## src/rtl/img2col_pkg.sv

```systemverilog
// Shared parameters, state encoding and sideband tag for the img2col pixel path.
package img2col_pkg;

    localparam int IMG_W  = 32;
    localparam int IMG_H  = 32;
    localparam int K      = 5;
    localparam int N_PU   = 28;
    localparam int DATA_W = 8;
    localparam int ADDR_W = 10;

    typedef enum logic [1:0] {
        IDLE   = 2'd0,
        FILL   = 2'd1,
        STREAM = 2'd2,
        DONE   = 2'd3
    } feeder_state_t;

    typedef struct packed {
        logic [5:0] pu_sel;
        logic [2:0] slot;
        logic [2:0] col;
        logic [5:0] img_row;
    } pix_tag_t;

    // Constant-K modulo by repeated subtraction; 12 steps cover any 6-bit value.
    function automatic logic [2:0] mod_k(input logic [5:0] v);
        logic [5:0] r;
        r = v;
        for (int i = 0; i < 12; i++) begin
            if (r >= 6'(K)) r = r - 6'(K);
        end
        return r[2:0];
    endfunction

endpackage

```

## src/rtl/img2col_addr_gen.sv

```systemverilog
// Combinational tuple decode: image row, window slot, SRAM address and range flag.
module img2col_addr_gen
    import img2col_pkg::*;
(
    input  logic              working,
    input  logic [5:0]        round,
    input  logic [5:0]        pu1_add,
    input  logic [5:0]        pu_no,
    input  logic [5:0]        row_no,
    output logic [5:0]        img_row,
    output logic [2:0]        slot,
    output logic [ADDR_W-1:0] addr,
    output logic              in_range
);

    localparam int AW1 = ADDR_W + 1;

    // One extra row bit so a large round cannot wrap back into range.
    logic [6:0]     row_ext;
    logic [AW1-1:0] addr_ext;

    always_comb begin
        if (working) row_ext = {1'b0, round} + 7'(K - 1);
        else         row_ext = {1'b0, row_no};
        img_row  = row_ext[5:0];
        slot     = working ? mod_k(row_ext[5:0]) : row_no[2:0];
        addr_ext = AW1'(row_ext[5:0]) * AW1'(IMG_W) + AW1'(pu_no) + AW1'(pu1_add);
        addr     = addr_ext[ADDR_W-1:0];
        in_range = (row_ext < 7'(IMG_H)) && (pu_no < 6'(N_PU)) && (pu1_add < 6'(K));
    end

endmodule

```

## src/rtl/img2col_pixel_feeder.sv

```systemverilog
// Turns img2col index tuples into image-SRAM reads and aligned PU window writes.
//   state  | meaning
//   IDLE   | waiting for start, tuples ignored
//   FILL   | buffering phase, first K rows loaded into windows
//   STREAM | working phase, one new row per round
//   DONE   | last image row delivered, frame_done high
module img2col_pixel_feeder
    import img2col_pkg::*;
(
    input  logic              clk,
    input  logic              nrst,
    input  logic              start,
    input  logic              map_valid,
    input  logic              map_working,
    input  logic [5:0]        map_round,
    input  logic [5:0]        map_pu1_add,
    input  logic [5:0]        map_pu_no,
    input  logic [5:0]        map_row_no,
    output logic              img_rd_en,
    output logic [ADDR_W-1:0] img_rd_addr,
    input  logic [DATA_W-1:0] img_rd_data,
    output logic              pu_wr_en,
    output logic [5:0]        pu_sel,
    output logic [2:0]        pu_slot,
    output logic [2:0]        pu_col,
    output logic [DATA_W-1:0] pu_data,
    output logic              row_done,
    output logic [5:0]        row_idx,
    output logic              frame_done
);

    feeder_state_t     state, state_nxt;
    logic [5:0]        ag_row;
    logic [2:0]        ag_slot;
    logic [ADDR_W-1:0] ag_addr;
    logic              ag_in_range;
    pix_tag_t          tag1, tag2;
    logic              wr_q;
    logic              active, last_row, accept, issue;

    img2col_addr_gen u_addr_gen (
        .working  (map_working),
        .round    (map_round),
        .pu1_add  (map_pu1_add),
        .pu_no    (map_pu_no),
        .row_no   (map_row_no),
        .img_row  (ag_row),
        .slot     (ag_slot),
        .addr     (ag_addr),
        .in_range (ag_in_range)
    );

    assign active   = (state == FILL) || (state == STREAM);
    assign row_done = wr_q && (tag2.pu_sel == 6'(N_PU - 1)) && (tag2.col == 3'(K - 1));
    assign last_row = row_done && (tag2.img_row == 6'(IMG_H - 1)) && (state == STREAM);
    // The cycle that completes the frame refuses new tuples.
    assign accept   = map_valid && active && !last_row;
    assign issue    = accept && ag_in_range;

    always_comb begin
        state_nxt = state;
        case (state)
            IDLE:    if (start) state_nxt = FILL;
            FILL:    if (accept && map_working) state_nxt = STREAM;
            STREAM:  if (last_row) state_nxt = DONE;
            DONE:    if (start) state_nxt = FILL;
            default: state_nxt = IDLE;
        endcase
    end

    always_ff @(posedge clk or negedge nrst) begin
        if (!nrst) begin
            state       <= IDLE;
            img_rd_en   <= 1'b0;
            img_rd_addr <= '0;
            tag1        <= '0;
            wr_q        <= 1'b0;
            tag2        <= '0;
        end else begin
            state     <= state_nxt;
            img_rd_en <= issue;
            if (issue) begin
                img_rd_addr <= ag_addr;
                tag1        <= '{pu_sel: map_pu_no, slot: ag_slot,
                                 col: map_pu1_add[2:0], img_row: ag_row};
            end
            wr_q <= img_rd_en;
            if (img_rd_en) tag2 <= tag1;
        end
    end

    assign pu_wr_en   = wr_q;
    assign pu_sel     = tag2.pu_sel;
    assign pu_slot    = tag2.slot;
    assign pu_col     = tag2.col;
    assign pu_data    = wr_q ? img_rd_data : '0;
    assign row_idx    = row_done ? tag2.img_row : 6'd0;
    assign frame_done = (state == DONE);

endmodule

```

## config.mk

```make
export PLATFORM = sky130hd
export DESIGN_NAME = img2col_pixel_feeder
export DESIGN_NICKNAME = d
export VERILOG_FILES = /design/src/rtl/img2col_pkg.sv /design/src/rtl/img2col_addr_gen.sv /design/src/rtl/img2col_pixel_feeder.sv
export SDC_FILE = /design/constraint.sdc
export NUM_CORES = 1
export LEC_CHECK = 0
export ABC_AREA = 1
export CAP_MARGIN = 20
export CORE_AREA = 2 2 106 108
export CTS_BUF_LIST = sky130_fd_sc_hd__clkbuf_16
export CTS_CLUSTER_DIAMETER = 80
export DETAILED_ROUTE_END_ITERATION = 7
export DIE_AREA = 0 0 108 110
export MAX_ROUTING_LAYER = met4
export PLACE_DENSITY_LB_ADDON = 0.1
export SYNTH_ARGS = -nofsm -noshare
export SYNTH_HDL_FRONTEND = slang
export SYNTH_HIERARCHICAL = 1
export SYNTH_SLANG_ARGS = --single-unit
```

## constraint.sdc

```tcl
create_clock -name clk -period 2.4 [get_ports clk]
set_clock_uncertainty 0.1 [all_clocks]
set_input_delay 0.48 -clock clk [delete_from_list [all_inputs] [get_ports clk]]
set_output_delay 0.48 -clock clk [all_outputs]
set_load 0.02 [all_outputs]
```

==> results.py, run 1 <==
metrics = {
    "worst_hold_path": {
        "hold_class": "reg2reg",
    },
    "synth": {
        "yosysWarnings": 6,
        "syn_inst": 662,
        "synth_area_per_cell_um2": 7.16,
        "syn-cell-area_um2": 4740,
        "synth.ff_latch_count": 50,
        "synth.distinct_cells": 43,
        "synth_seq_area_share": 0.264,
        "ys_top_cells_by_area": "dfrtp_1, nand2_1, inv_1",
        "synth_nets": 720,
        "synth_top_area_share": 0.264,
        "yosysTopAreaCell": "dfrtp_1",
    },
    "route": {
        "drt_wl_total_mm": 12.3,
        "drt_iter0_markers": 211,
        "wl_per_cell_um": 12.2,
        "firstDrtPassIters": 4,
        "drt-vias-per-instance": 4.74,
        "ant_nets": 0,
        "vias": 4767,
        "drc_errors": 0,
    },
    "critical_path": {
        "reg2reg_slack_ns": 0.60,
        "required_ns": 2.52,
        "cp_slowest_cell": "or2_4",
        "end_kind": "flip-flop",
        "crit_top_cell": "nand2_4",
        "path_buf_inv": 8,
        "critPathKind": "in2reg",
        "arrival_ns": 6.52,
        "cp-start-kind": "input port",
        "cp_top_family": "simple AND/OR/NAND/NOR gates",
        "slowest_delay_ns": 0.23,
        "path_max_fanout": 8,
    },
    "global_route": {
        "antenna_found_initial": 0,
        "overflow": 0,
        "grt_pass1_vias": 4563,
        "grt_pass1_wl_mm": 19.5,
        "track_usage": 0.204,
        "grt_max_degree": 42,
    },
    "clock_tree": {
        "clock_sinks": 50,
        "cts_root_buf": "clkbuf_16",
        "htreeDepth": 2,
        "clk_pin_slew_worst_paths_ns": 0.06,
        "cts_buffers": 5,
        "worstSkewPairLatency_ns": 0.28,
        "cts_buffer_depth": 2,
        "cts_tree": "built",
    },
    "timing": {
        "setup_violations": 6,
        "rsz0062_at_grt": "yes",
        "fin_crit_ns": 6.40,
        "period_share": 2.67,
        "hold_viol": 0,
        "tightest_slew_ns": 0.500,
        "max_freq_mhz": 156,
        "setup_ws_ns": -4.00,
        "maxSlewHeadroom": 0.667,
        "tns_ns": -12.13,
        "slew_violations": 0,
    },
    "floorplan": {
        "dieArea_um2": 11900,
        "die_x_um": 108,
        "die_y_um": 110,
        "core.rowCount": 38,
        "coreArea_um2": 10700,
        "start_util": 0.443,
        "io_pins": 77,
    },
    "finish": {
        "drive_above_1_share": 0.443,
        "layout_commonest_cell": "nand2_1",
        "final_cell_mix": "nand2_1, buf_4, inv_1, nand2_2, clkdlybuf4s50_1",
        "synthToLayoutAreaGrowth_pct": 57.0,
        "nets": 924,
        "fill_cells": 870,
        "antenna_cells": 0,
        "fin_util": 0.696,
    },
    "placed_design": {
        "port_buffers": 76,
        "routabilityCongestion": 0.889,
        "dp_hpwl_mm": 8.79,
        "place_ws_ns": -4.54,
    },
    "status": {
        "status": "complete, but fails checks",
        "violations": "negative setup slack",
    },
    "run": {
        "maxCapViolCount": 0,
    },
}
## sequential cells by signal, indices dropped and copies added (netlist names)
register	count
state	2
img_rd_en	1
tag2	6
pu_slot	3
pu_wr_en	1
pu_sel	6
pu_col	3
tag1	18
img_rd_addr	10
## layer usage
layer	global-route usage	up-vias	share of wire
met1	0.235	2227	0.43
met4	0.0458	0	0.0098
li1	-	2464	-
met5	-	-	0
met2	0.385	67	0.54
met3	0.0165	9	0.023
## cell families (layout without fill, tap and decap cells)
group,after synthesis,in the layout,share of synthesized area
AOI/OAI and AO/OA,44,44,0.0591
buffers and inverters,124,328,0.122
muxes,9,9,0.0214
and+or+nand+nor,400,400,0.446
DFF,50,50,0.264
xor gates and xnor gates,14,14,0.0290
adders and majority gates,21,21,0.0586
## worst min-delay path: cells and delay by family, from the launching register on
| family | cells | cell delay [ns] |
|---|---|---|
| DFF | 1 | 0.34 |
| and+or+nand+nor | 2 | 0.10 |
## per-stage QoR
stage / area (µm²) / std cells / hold WS (ns)
after global placement: 6370 / 955 / 0.247
after floorplan: 4870 / 662 / 0.0844
after detailed placement: 6370 / 955 / 0.254
after CTS: 6940 / 985 / 0.383
final: 7450 / 1006 / 0.381
after global routing: 7450 / 1006 / 0.400
## final cells by class
type | instances | area (µm²) | share of cell area
multi-input cells | 488 | 3530 | 0.475
inverters | 101 | 407 | 0.0546
clock inverters | 2 | 15.0 | 0.00202
flip-flops and latches | 50 | 1250 | 0.168
repair buffers | 220 | 1940 | 0.260
clock buffers | 5 | 125 | 0.0168
well taps | 140 | 175 | 0.0235
## final timing paths
| path | start | end | cells after the start |
|---|---|---|---|
| min | tag1[15]$_DFFE_PN0P_ | tag1[15]$_DFFE_PN0P_ | 2 |
| min reg2reg | tag1[15]$_DFFE_PN0P_ | tag1[15]$_DFFE_PN0P_ | 2 |
| max | map_working | tag1[9]$_DFFE_PN0P_ | 62 |
| max in group asynchronous | nrst | tag1[9]$_DFFE_PN0P_ | 3 |
| min in group asynchronous | nrst | pu_col[1]$_DFFE_PN0P_ | 2 |
| max reg2reg | state[0]$_DFFE_PN0P_ | img_rd_addr[6]$_DFFE_PN0P_ | 9 |
## synthesized netlist by cell type
cell / count
inv_4: 3
a21oi_2: 2
clkinv_1: 2
or2_2: 1
nand2_1: 219
o21ai_0: 15
a21oi_1: 11
nand3b_1: 1
nand4_2: 1
nand2_2: 40
nand3_2: 11
nor2_1: 30
nor2_4: 4
dfrtp_1: 50
inv_1: 81
o21bai_2: 1
o21ai_2: 5
nand3_1: 37
nand4_1: 16
a21boi_1: 1
buf_6: 6
xor2_2: 1
buf_2: 1
nor2_2: 8
mux2_2: 9
buf_4: 12
inv_2: 15
a21oi_4: 1
buf_12: 1
clkbuf_1: 3
nor4_1: 1
xor2_1: 9
o21bai_1: 1
nand3_4: 9
ha_1: 19
o211ai_1: 2
a311oi_1: 1
xnor2_1: 3
nand2_4: 22
fa_1: 2
a31oi_1: 2
o21ai_1: 2
xnor2_2: 1
## repair_timing
action                                  4_1_cts  5_1_grt
resized for setup                            73       99
endpoints found under the setup margin       35       29
hold buffers                                  1        0
cloned                                        1        1
pin swaps                                    42       85
hold endpoints to repair                      9        0
setup buffers                                22       22
Power of run 1 is left out: the tool's default activity adds up to more than one toggle a clock period on the data nets, which glitch-free logic cannot reach.
==> inputs of run 2 (changes only) <==
--- a/config.mk
+++ b/config.mk
@@ -12,6 +12,7 @@
 export CTS_CLUSTER_DIAMETER = 80
 export DETAILED_ROUTE_END_ITERATION = 7
 export DIE_AREA = 0 0 108 110
+export DONT_BUFFER_PORTS = 1
 export MAX_ROUTING_LAYER = met4
 export PLACE_DENSITY_LB_ADDON = 0.1
 export SYNTH_ARGS = -nofsm -noshare
==> constraint.sdc (replaced) <==
create_clock -name clk -period 2.4 [get_ports clk]
set_clock_uncertainty 0.1 [all_clocks]
set_input_delay 0.24 -clock clk [delete_from_list [all_inputs] [get_ports clk]]
set_output_delay 0.24 -clock clk [all_outputs]
set_load 0.02 [all_outputs]
==> run 2 against run 1 <==
  * The run still ends with negative setup slack left
  * Non-clock buffer count fell by 110
  * Die area did not move
  * Final cell count fell by 11%
  * Sequential share of layout area rose by 3.6 points
  * Worst hold slack got worse by 0.31 ns
  * Setup slack improved by 0.44 ns
  * Critical path depth fell by 1
  * Global-route usage fell by 0.93 points
  * Clock-buffer cell count did not move
  * Flip-flop and latch count did not move
  * Critical endpoint is now tag1[10]$_DFFE_PN0P_
  * Largest cell class unchanged
==> results.py, run 2 (same netlist as run 1, synthesis figures left out) <==
metrics = {
    "timing": {
        "rsz0062_at_grt": "yes",
        "maxSlewHeadroom": 0.538,
        "setup_violations": 3,
        "max_freq_mhz": 168,
        "tightest_slew_ns": 0.693,
        "setup_ws_ns": -3.56,
        "slew_violations": 0,
        "fin_crit_ns": 5.96,
        "period_share": 2.48,
        "hold_ws_ns": 0.0704,
        "hold_viol": 0,
    },
    "clock_tree": {
        "cts_buffers": 5,
        "cts_buffer_depth": 2,
        "cts_root_buf": "clkbuf_16",
        "worstSkewPairLatency_ns": 0.29,
        "cts_tree": "built",
        "htreeDepth": 2,
        "clk_pin_slew_worst_paths_ns": 0.06,
        "clock_sinks": 50,
    },
    "floorplan": {
        "io_pins": 77,
        "core.rowCount": 38,
        "start_util": 0.443,
        "dieArea_um2": 11900,
        "die_x_um": 108,
        "coreArea_um2": 10700,
        "die_y_um": 110,
    },
    "critical_path": {
        "end_kind": "flip-flop",
        "slowest_delay_ns": 0.23,
        "reg2reg_slack_ns": 0.54,
        "critPathKind": "in2reg",
        "crit_top_cell": "nand2_4",
        "path_max_fanout": 15,
        "arrival_ns": 6.09,
        "cp_slowest_cell": "or2_4",
        "cp-start-kind": "input port",
        "required_ns": 2.53,
    },
    "global_route": {
        "track_usage": 0.194,
        "grt_pass1_vias": 4269,
        "antenna_found_initial": 0,
        "overflow": 0,
        "grt_max_degree": 51,
        "grt_pass1_wl_mm": 18.5,
    },
    "route": {
        "drt_iter0_markers": 164,
        "firstDrtPassIters": 6,
        "ant_nets": 0,
        "vias": 4320,
        "drt-vias-per-instance": 4.82,
        "drt_wl_total_mm": 11.0,
        "drc_errors": 0,
        "wl_per_cell_um": 12.3,
    },
    "finish": {
        "layout_commonest_cell": "nand2_1",
        "drive_above_1_share": 0.396,
        "antenna_cells": 0,
        "largest_register_ff_count": 18,
        "regMostFlops": "tag1",
        "final_cell_mix": "nand2_1, buf_4, inv_1, nand2_2, dfrtp_1",
        "fin_util": 0.573,
        "nets": 814,
        "synthToLayoutAreaGrowth_pct": 29.4,
        "reg.largest.list": "tag1: 18 flops, img_rd_addr: 10 flops",
    },
    "status": {
        "violations": "negative setup slack",
        "status": "complete, but fails checks",
    },
    "run": {
        "maxCapViolCount": 0,
    },
    "placed_design": {
        "routabilityCongestion": 0.837,
        "place_ws_ns": -3.77,
        "dp_hpwl_mm": 8.42,
        "port_buffers": 0,
    },
    "worst_hold_path": {
        "hold_class": "in2reg",
    },
}
## run 2: layer usage
metal / GRT usage / wire [µm] / vias up
met5: - / 0 / -
met4: 0.0476 / 155 / 0
met3: 0.0247 / 360 / 12
met2: 0.357 / 5830 / 69
met1: 0.226 / 4700 / 2001
li1: - / - / 2238
## run 2: metrics by stage
| stage | setup TNS, ns | cells | area (µm²) |
|---|---|---|---|
| after floorplan | -9.95 | 662 | 4850 |
| final | -10.51 | 897 | 6130 |
| after global placement | -10.44 | 858 | 5440 |
| after CTS | -10.14 | 890 | 5930 |
| after global routing | -12.18 | 897 | 6130 |
| after detailed placement | -11.18 | 858 | 5440 |
## run 2: what timing repair did
item | in CTS | in global routing
setup buffers | 14 | 9
gates resized for setup | 27 | 40
pin swaps | 16 | 42
hold endpoints to repair | 59 | 0
endpoints found under the setup margin | 3 | 4
hold buffers | 11 | 0
## run 2: worst paths after layout
kind,startpoint,to,depth (start not counted)
worst max-delay path,map_working,tag1[10]$_DFFE_PN0P_,61
worst min-delay path,map_pu_no[0],img_rd_addr[0]$_DFFE_PN0P_,3
worst max register to register,pu_col[2]$_DFFE_PN0P_,tag1[12]$_DFFE_PN0P_,9
worst min register to register,tag1[4]$_DFFE_PN0P_,tag1[4]$_DFFE_PN0P_,2
max in group asynchronous,nrst,img_rd_addr[9]$_DFFE_PN0P_,2
min in group asynchronous,nrst,img_rd_addr[2]$_DFFE_PN0P_,2
## run 2: cell type report
type	count	area, µm²
timing repair buffer	110	891
multi-input combinational	488	3280
clock buffer	5	125
sequential	50	1250
clock inverter	3	12.5
fill	1031	4560
inverter	101	403
tap	140	175
## run 2: critical path: cells and delay by family
kind                       cells  cell delay (ns)
adders and majority gates      2             0.34
buffers and inverters          6             0.32
AOI/OAI and AO/OA              1             0.06
and+or+nand+nor               52             5.10
Power of run 2 is left out for the same reason.
==> inputs of run 3 (changes only) <==
--- a/config.mk
+++ b/config.mk
@@ -7,6 +7,8 @@
 export LEC_CHECK = 0
 export ABC_AREA = 1
 export CAP_MARGIN = 20
+export CELL_PAD_IN_SITES_DETAIL_PLACEMENT = 0
+export CELL_PAD_IN_SITES_GLOBAL_PLACEMENT = 1
 export CORE_AREA = 2 2 106 108
 export CTS_BUF_LIST = sky130_fd_sc_hd__clkbuf_16
 export CTS_CLUSTER_DIAMETER = 80
@@ -15,6 +17,7 @@
 export DONT_BUFFER_PORTS = 1
 export MAX_ROUTING_LAYER = met4
 export PLACE_DENSITY_LB_ADDON = 0.1
+export SKIP_LAST_GASP = 1
 export SYNTH_ARGS = -nofsm -noshare
 export SYNTH_HDL_FRONTEND = slang
 export SYNTH_HIERARCHICAL = 1
==> run 3 against run 2 <==
  * Fmax increased by 0.90%
  * Global-route usage increased by 0.52 points
  * Non-clock buffer count decreased by 2
  * Core utilization increased by 0.40 points
  * Setup slack improved by 0.053 ns
  * Worst hold slack improved by 0.0080 ns
  * Register-to-register slack about the same
  * Wire length increased by 0.37%
  * Cell area increased by 0.69%
  * The run still ends with negative setup slack left
  * Sequential share of layout area decreased by 0.14 points
  * Highest routed layer unchanged
  * Critical path depth decreased by 4
  * Flip-flop and latch count unchanged
==> results.py, run 3 (same netlist as run 1, synthesis figures left out) <==
metrics = {
    "global_route": {
        "overflow": 0,
        "grt_pass1_wl_mm": 18.7,
        "grt_pass1_vias": 4342,
        "antenna_found_initial": 0,
        "grt_max_degree": 51,
        "track_usage": 0.199,
    },
    "status": {
        "violations": "negative setup slack",
        "status": "complete, but fails checks",
    },
    "finish": {
        "fin_util": 0.577,
        "regMostFlops": "tag1",
        "antenna_cells": 0,
        "final_cell_mix": "nand2_1, buf_4, inv_1, nand2_2, dfrtp_1",
        "postLayoutCellArea_um2": 6180,
        "fill_cells": 1036,
        "layout_commonest_cell": "nand2_1",
        "drive_above_1_share": 0.403,
        "multiInputGateArea_um2": 3280,
        "reg.largest.list": "tag1: 18 flops, img_rd_addr: 10 flops",
        "final_cells": 895,
        "nets": 812,
        "regArea_um2": 1250,
        "synthToLayoutAreaGrowth_pct": 30.3,
        "largest_register_ff_count": 18,
    },
    "timing": {
        "fin_crit_ns": 5.91,
        "setup_ws_ns": -3.51,
        "slew_violations": 0,
        "hold_ws_ns": 0.0785,
        "period_share": 2.46,
        "maxSlewHeadroom": 0.612,
        "tightest_slew_ns": 0.582,
        "setup_violations": 3,
        "hold_viol": 0,
        "max_freq_mhz": 169,
        "rsz0062_at_grt": "yes",
    },
    "critical_path": {
        "slowest_delay_ns": 0.31,
        "cp_top_family": "simple AND/OR/NAND/NOR gates",
        "required_ns": 2.53,
        "critPathKind": "in2reg",
        "end_kind": "flip-flop",
        "path_buf_inv": 10,
        "path_max_fanout": 15,
        "cp_slowest_cell": "o211ai_1",
        "cp-start-kind": "input port",
        "arrival_ns": 6.04,
        "crit_top_cell": "nand2_2",
    },
    "floorplan": {
        "die_x_um": 108,
        "die_y_um": 110,
        "coreArea_um2": 10700,
        "core.rowCount": 38,
        "io_pins": 77,
        "dieArea_um2": 11900,
        "start_util": 0.443,
    },
    "route": {
        "drt-vias-per-instance": 4.79,
        "drt_iter0_markers": 167,
        "ant_nets": 0,
        "drc_errors": 0,
        "drt_wl_total_mm": 11.1,
        "vias": 4287,
        "wl_per_cell_um": 12.4,
        "firstDrtPassIters": 4,
    },
    "placed_design": {
        "dp_cells": 853,
        "port_buffers": 0,
        "routabilityCongestion": 0.835,
        "place_area_um2": 5400,
        "dp_hpwl_mm": 8.46,
    },
    "worst_hold_path": {
        "hold_class": "in2reg",
    },
    "clock_tree": {
        "htreeDepth": 2,
        "clk_pin_slew_worst_paths_ns": 0.07,
        "cts_tree": "built",
        "cts_root_buf": "clkbuf_16",
        "cts_buffers": 5,
        "worstSkewPairLatency_ns": 0.29,
        "clock_sinks": 50,
        "cts_buffer_depth": 2,
    },
    "run": {
        "maxCapViolCount": 0,
    },
}
[run 3: repair_timing]
item                                   4_1_cts  5_1_grt
hold buffers                                11        0
cloned                                       0        0
gates resized for setup                     33       39
setup endpoints to repair                    3        3
endpoints found under the hold margin       59        0
pin swaps                                   24       43
buffers inserted                            11       13
[run 3: per-layer routing]
metal  global-route usage  routed length, µm
met5                    -                  0
met4               0.0614                177
met3               0.0247                355
met2                0.385               5980
met1                0.213               4580
[run 3: worst paths after layout]
| path | start | to | slack (ns) | depth (start not counted) |
|---|---|---|---|---|
| min in group asynchronous | nrst | img_rd_addr[8]$_DFFE_PN0P_ | 0.39 | 2 |
| min reg2reg | tag1[10]$_DFFE_PN0P_ | tag1[10]$_DFFE_PN0P_ | 0.38 | 2 |
| min | map_pu_no[0] | img_rd_addr[0]$_DFFE_PN0P_ | 0.08 | 3 |
| max | map_working | tag1[10]$_DFFE_PN0P_ | -3.51 | 57 |
| max reg2reg | pu_col[2]$_DFFE_PN0P_ | img_rd_addr[5]$_DFFE_PN0P_ | 0.54 | 9 |
| max in group asynchronous | nrst | pu_slot[1]$_DFFE_PN0P_ | 1.59 | 2 |
[run 3: cell type report]
cell class                      instances  share of cell area
Multi-Input combinational cell        488               0.531
Sequential cell                        50               0.203
Timing Repair Buffer                  108               0.142
Inverter                              101              0.0654
Tap cell                              140              0.0284
Clock buffer                            5              0.0203
Clock inverter                          3              0.0103
[run 3: tightest hold or removal path, stage by stage]
cell     delay, ns
ha_1          0.10
nand2_1       0.05
nand2_1       0.05
[run 3: stage by stage]
stage,setup TNS [ns],setup slack [ns]
after floorplan,-9.95,-3.40
after global placement,-10.53,-3.59
after detailed placement,-11.12,-3.79
after CTS,-9.98,-3.39
after global routing,-11.88,-3.99
final,-10.41,-3.51
Power of run 3 is left out for the same reason.
